[src/rtl/ram_1p_arbiter.sv]
// ram_1p_arbiter: two LSU-protocol hosts (req/gnt/rvalid) share one single-port
// 32-bit SRAM with a 1-cycle registered read.
//   clk_i, rst_ni                 clock, asynchronous active-low reset
//   hN_req/we/be/addr/wdata_i     host N request (N = 0 core data, 1 loader/debug)
//   hN_gnt_o                      combinational accept
//   hN_rvalid/err/rdata_o         response, exactly one cycle after gnt
//   ram_valid/we/addr/wdata_o     SRAM command, ram_rdata_i one cycle later
// Round-robin between hosts. Accesses outside [BASE, BASE+4*SIZE) are granted
// but never reach the SRAM; they answer with err=1 and zero data.
module ram_1p_arbiter #(
  parameter logic [31:0] BASE = 32'h0010_0000,
  parameter int unsigned SIZE = 16384,
  parameter int unsigned AW   = 14
) (
  input  logic          clk_i,
  input  logic          rst_ni,
  input  logic          h0_req_i,
  output logic          h0_gnt_o,
  input  logic          h0_we_i,
  input  logic [3:0]    h0_be_i,
  input  logic [31:0]   h0_addr_i,
  input  logic [31:0]   h0_wdata_i,
  output logic          h0_rvalid_o,
  output logic          h0_err_o,
  output logic [31:0]   h0_rdata_o,
  input  logic          h1_req_i,
  output logic          h1_gnt_o,
  input  logic          h1_we_i,
  input  logic [3:0]    h1_be_i,
  input  logic [31:0]   h1_addr_i,
  input  logic [31:0]   h1_wdata_i,
  output logic          h1_rvalid_o,
  output logic          h1_err_o,
  output logic [31:0]   h1_rdata_o,
  output logic          ram_valid_o,
  output logic [3:0]    ram_we_o,
  output logic [AW-1:0] ram_addr_o,
  output logic [31:0]   ram_wdata_o,
  input  logic [31:0]   ram_rdata_i
);

  typedef struct packed {
    logic        we;
    logic [3:0]  be;
    logic [31:0] addr;
    logic [31:0] wdata;
  } host_req_t;

  // Window bounds widened to 33 bits so BASE+4*SIZE cannot wrap.
  localparam logic [32:0] LO = {1'b0, BASE};
  localparam logic [32:0] HI = LO + (33'(SIZE) << 2);

  host_req_t [1:0] hreq;
  host_req_t       sel;
  logic            gnt_any, gnt_host, in_range;
  logic [31:0]     offs;
  logic            unused_offs;

  logic prio_q, prio_d;
  logic rsp_valid_q, rsp_valid_d;
  logic rsp_host_q, rsp_host_d;
  logic rsp_err_q, rsp_err_d;

  assign hreq[0] = '{we: h0_we_i, be: h0_be_i, addr: h0_addr_i, wdata: h0_wdata_i};
  assign hreq[1] = '{we: h1_we_i, be: h1_be_i, addr: h1_addr_i, wdata: h1_wdata_i};

  // Grant depends on req and prio_q only, so junk on idle payloads or the
  // response state can never disturb it.
  assign gnt_any  = rst_ni & (h0_req_i | h1_req_i);
  assign gnt_host = (h0_req_i & h1_req_i) ? prio_q : h1_req_i;
  assign h0_gnt_o = gnt_any & ~gnt_host;
  assign h1_gnt_o = gnt_any &  gnt_host;

  assign sel      = hreq[gnt_host];
  assign in_range = ({1'b0, sel.addr} >= LO) && ({1'b0, sel.addr} < HI);
  assign offs     = sel.addr - BASE;

  assign ram_valid_o = gnt_any & in_range;
  assign ram_we_o    = ram_valid_o ? (sel.be & {4{sel.we}}) : 4'b0;
  assign ram_addr_o  = offs[AW+1:2];
  assign ram_wdata_o = sel.wdata;

  // Byte-offset bits and bits above the window are irrelevant once in_range holds.
  assign unused_offs = ^{offs[31:AW+2], offs[1:0]};

  always_comb begin
    prio_d      = prio_q;
    rsp_valid_d = gnt_any;
    rsp_host_d  = rsp_host_q;
    rsp_err_d   = rsp_err_q;
    if (gnt_any) begin
      prio_d     = ~gnt_host;  // winner drops to lowest priority
      rsp_host_d = gnt_host;
      rsp_err_d  = ~in_range;
    end
  end

  always_ff @(posedge clk_i or negedge rst_ni) begin
    if (!rst_ni) begin
      prio_q      <= 1'b0;
      rsp_valid_q <= 1'b0;
      rsp_host_q  <= 1'b0;
      rsp_err_q   <= 1'b0;
    end else begin
      prio_q      <= prio_d;
      rsp_valid_q <= rsp_valid_d;
      rsp_host_q  <= rsp_host_d;
      rsp_err_q   <= rsp_err_d;
    end
  end

  assign h0_rvalid_o = rsp_valid_q & ~rsp_host_q;
  assign h1_rvalid_o = rsp_valid_q &  rsp_host_q;
  assign h0_err_o    = h0_rvalid_o & rsp_err_q;
  assign h1_err_o    = h1_rvalid_o & rsp_err_q;
  assign h0_rdata_o  = (h0_rvalid_o & ~rsp_err_q) ? ram_rdata_i : 32'h0;
  assign h1_rdata_o  = (h1_rvalid_o & ~rsp_err_q) ? ram_rdata_i : 32'h0;

endmodule

[config.mk]
export PLATFORM = sky130hd
export DESIGN_NAME = ram_1p_arbiter
export DESIGN_NICKNAME = d
export VERILOG_FILES = /design/src/rtl/ram_1p_arbiter.sv
export SDC_FILE = /design/constraint.sdc
export NUM_CORES = 1
export LEC_CHECK = 0
export CORE_AREA = 2 2 114 116
export CTS_BUF_LIST = sky130_fd_sc_hd__clkbuf_16
export DETAILED_ROUTE_END_ITERATION = 7
export DIE_AREA = 0 0 116 118
export SLEW_MARGIN = 25
export SYNTH_ARGS = -nofsm -noshare
export SYNTH_HDL_FRONTEND = slang
export SYNTH_SLANG_ARGS = --single-unit
[constraint.sdc]
create_clock -name clk_i -period 4.6 [get_ports clk_i]
set_input_delay 1.15 -clock clk_i [delete_from_list [all_inputs] [get_ports clk_i]]
set_output_delay 1.15 -clock clk_i [all_outputs]
set_load 0.01 [all_outputs]
==> out/qor.tcl <==
set qor(outcome) {completed}
set qor(antenna_left) 0
set qor(grt_first_pass_wirelength_mm) 13.8
set qor(path_class) {in -> out}
set qor(detailedRoute.firstIterationViolations) 42
set qor(cts_setup_buffers) 0
set qor(routed_wire_length_per_instance_microns) 13.2
set qor(crit_arrival_ns) 3.15
set qor(synth_enable_flop_cells) 0
set qor(timing.max_slew.rel_slack) 0.740
set qor(areaGrowthSynthToFinish_pct) 235
set qor(initial_core_util) 0.110
set qor(number_of_global_route_vias_before_repair) 2785
set qor(grt.total_usage) 0.128
set qor(synth.top_cell.area_share) 0.383
set qor(synth_flop_cell) {sky130_fd_sc_hd__dfrtp_1}
set qor(final_layout_size_suffix_gt1_frac) 0.0314
set qor(die_x_microns) 116
set qor(fin_cells) 715
set qor(numPortBuffers) 290
set qor(die_height_microns) 118
set qor(hold_path_class) {reg -> reg}
set qor(ys_ff_latch) 4
set qor(detail_route.wirelength_mm) 9.45
set qor(number_of_levels_the_h_tree_was_split_into) 1
set qor(via_count) 2724
set qor(placed_cells_incl_taps) 711
set qor(required_ns) 3.45
set qor(tritoncts) {built}
set qor(numCtsBuffers) 3
set qor(postSynth.asyncResetShare) 1.00
set qor(logic_pwr_share) 0.669
set qor(combined_area_of_the_multi_input_logic_cells_sq_mm) 0.00119
set qor(most_used_standard_cells_in_the_synthesized_netlist) {sky130_fd_sc_hd__nand2_1 (139), sky130_fd_sc_hd__and2_1 (66), sky130_fd_sc_hd__clkbuf_1 (10)}
set qor(maximum_fanout_along_the_worst_path) 3
set qor(vias_per_cell) 3.81
set qor(design.die.area_sq_mm) 0.0137
set qor(root_buffer) {sky130_fd_sc_hd__clkbuf_16}
set qor(drv.max_cap_violation_count) 0
set qor(cellPowerDensity_mw_per_mm2) 118
set qor(report.final.setup_viol) 0
set qor(finish.utilization) 0.367
set qor(leakagePower_nw) 1.91
set qor(most_used_standard_cell_by_instance_count_after_synthesis) {sky130_fd_sc_hd__nand2_1}
set qor(path_clk_slew_ns) 0.03
set qor(share_seq_of_total_power) 0.077
set qor(finClkSkew_ns) 0.00363
set qor(yosysWarningCount) 0
set qor(power_frac_clock) 0.254
set qor(place_hpwl_mm) 8.33
set qor(critPathCaptureType) {output pin}
set qor(tns_ns) 0
set qor(cts-resized-gates) 0
set qor(rsz_0062_raised_after_global_routing) {false}
set qor(drc) 0
set qor(peakVddDrop_uv) 77.9
set qor(gp_congestion) 0.743
set qor(final_min_period_over_clock_period) 0.936
set qor(cts_max_path_buffers) 2
set qor(post_synth_cell_types) 22
set qor(first_pass_iters) 4
set qor(std_cell_rows) 41
set qor(timing.critical_path.from_type) {input port}
set qor(period_needed_ns) 4.30
set qor(maxSlewViolCount) 0
set qor(netlist_area_sq_mm) 0.00136
set qor(synth_nets) 434
set qor(synth_area_leaders) {sky130_fd_sc_hd__nand2_1 (38%), sky130_fd_sc_hd__and2_1 (30%), sky130_fd_sc_hd__dfrtp_1 (7.4%)}
set qor(antenna_violations_before_repair) 1
set qor(avgSynthCellArea_sq_um) 5.24
set qor(fillers) 1356
set qor(grt_overflow) 0
set qor(power_switching_mw) 0.154
set qor(clk_latency_ns) 0.23
set qor(timing_worst_slew_pin_value_ns) 0.387
set qor(post-synth-top-area-cell) {sky130_fd_sc_hd__nand2_1}
set qor(power.share.switching) 0.287
set qor(final-hold-violation-count) 0
set qor(netlist_instances) 260
set qor(grt_start_max_net_pins) 48
set qor(seq_area_sq_um) 100
set qor(final_nets) 718
set qor(cts.sinks) 4
set qor(ios) 295
set qor(cts.hold.buffers_added) 0
set qor(floorplan.core_area_sq_mm) 0.0124
set qor(max_clock_freq_mhz) 232
set qor(timing.reg2reg.setup_slack_ns) 3.25
set qor(internal_power_mw) 0.382
set qor(synth_seq_area_share) 0.0735
set qor(worst_hold_slack_ns) 0.519
==> area by class of cell <==
cell class,instances,share of cell area
diodes,1,0.000549
multi-input cells,237,0.261
well taps,172,0.0472
repair buffers,295,0.650
flip-flops and latches,4,0.0219
clock buffers,3,0.0165
inverters,3,0.00247
==> power by group through the flow <==
| stage | clock network [mW] | logic (mW) | registers, mW |
|---|---|---|---|
| 2_1_floorplan | 0 | 0.0964 | 0.0406 |
| 3_3_place_gp | 0 | 0.357 | 0.0415 |
| 3_5_place_dp | 0 | 0.361 | 0.0417 |
| 4_1_cts | 0.139 | 0.363 | 0.0413 |
| 5_1_grt | 0.142 | 0.385 | 0.0421 |
| 6_report | 0.136 | 0.358 | 0.0414 |
==> final timing paths <==
path	startpoint	endpoint	depth (start not counted)
worst max-delay path	h1_addr_i[18]	ram_we_o[0]	6
worst min-delay path	rsp_host_q	rsp_host_q	1
worst max register to register	prio_q	rsp_err_q	3
worst min register to register	rsp_host_q	rsp_host_q	1
max in group asynchronous	rst_ni	rsp_valid_q	1
min in group asynchronous	rst_ni	rsp_err_q	1
==> per-stage QoR <==
stage	setup WS, ns	total power [mW]	cell area [sq um]
finish	0.295	0.536	4560
global route	0.163	0.569	4560
CTS	0.300	0.543	4560
detailed placement	0.310	0.403	4480
global placement	0.312	0.398	4480
floorplan	1.30	0.137	1360
==> sequential cells by signal, indices dropped and copies added, names as in the netlist <==
name and count:
prio_q 1, rsp_err_q 1, rsp_host_q 1, rsp_valid_q 1
==> cell usage in the layout, fill, tap and decap left out <==
master / netlist / routed
sky130_fd_sc_hd__dfrtp_1: 4 / 4
sky130_fd_sc_hd__nand4_1: 2 / 2
sky130_fd_sc_hd__and2_1: 66 / 66
sky130_fd_sc_hd__nor4b_2: 2 / 2
sky130_fd_sc_hd__inv_2: 1 / 1
sky130_fd_sc_hd__a21o_1: 2 / 2
sky130_fd_sc_hd__a211oi_1: 1 / 1
sky130_fd_sc_hd__inv_1: 2 / 2
sky130_fd_sc_hd__nand2_1: 139 / 139
sky130_fd_sc_hd__buf_12: 0 / 2
sky130_fd_sc_hd__and3_1: 1 / 1
sky130_fd_sc_hd__nor2b_1: 3 / 3
sky130_fd_sc_hd__diode_2: 0 / 1
sky130_fd_sc_hd__nor2_1: 3 / 3
sky130_fd_sc_hd__o21ai_2: 2 / 1
sky130_fd_sc_hd__nand3_1: 2 / 2
sky130_fd_sc_hd__buf_4: 0 / 3
sky130_fd_sc_hd__mux2_4: 2 / 2
sky130_fd_sc_hd__clkdlybuf4s50_1: 0 / 290
sky130_fd_sc_hd__nor4_2: 1 / 1
sky130_fd_sc_hd__nor4_1: 6 / 6
sky130_fd_sc_hd__nor3_1: 1 / 1
sky130_fd_sc_hd__clkbuf_16: 0 / 3
sky130_fd_sc_hd__o21a_2: 0 / 1
sky130_fd_sc_hd__o21ai_4: 0 / 1
sky130_fd_sc_hd__a22o_1: 3 / 3
==> layer usage <==
layer  vias up  part of all wire  routed length, microns  GRT usage
li1       1372                 -                       -          -
met1      1158              0.33                    3100      0.115
met2       186              0.53                    4980      0.264
met3         8              0.14                    1280     0.0479
met4         0            0.0093                      88     0.0238
met5         -                 0                       0          0
==> worst max-delay path: stages <==
cell	delay, ns
sky130_fd_sc_hd__clkdlybuf4s50_1	0.40
sky130_fd_sc_hd__nor4_1	0.31
sky130_fd_sc_hd__nand4_1	0.18
sky130_fd_sc_hd__nor3_1	0.38
sky130_fd_sc_hd__a22o_1	0.19
sky130_fd_sc_hd__clkdlybuf4s50_1	0.53
==> logic make-up after synthesis <==
group           share of synthesized area
flops                              0.0735
buf+inv                            0.0579
simple gates                        0.792
compound gates                     0.0542
mux                                0.0221
Note: power is estimated with default switching activity, not from simulation.
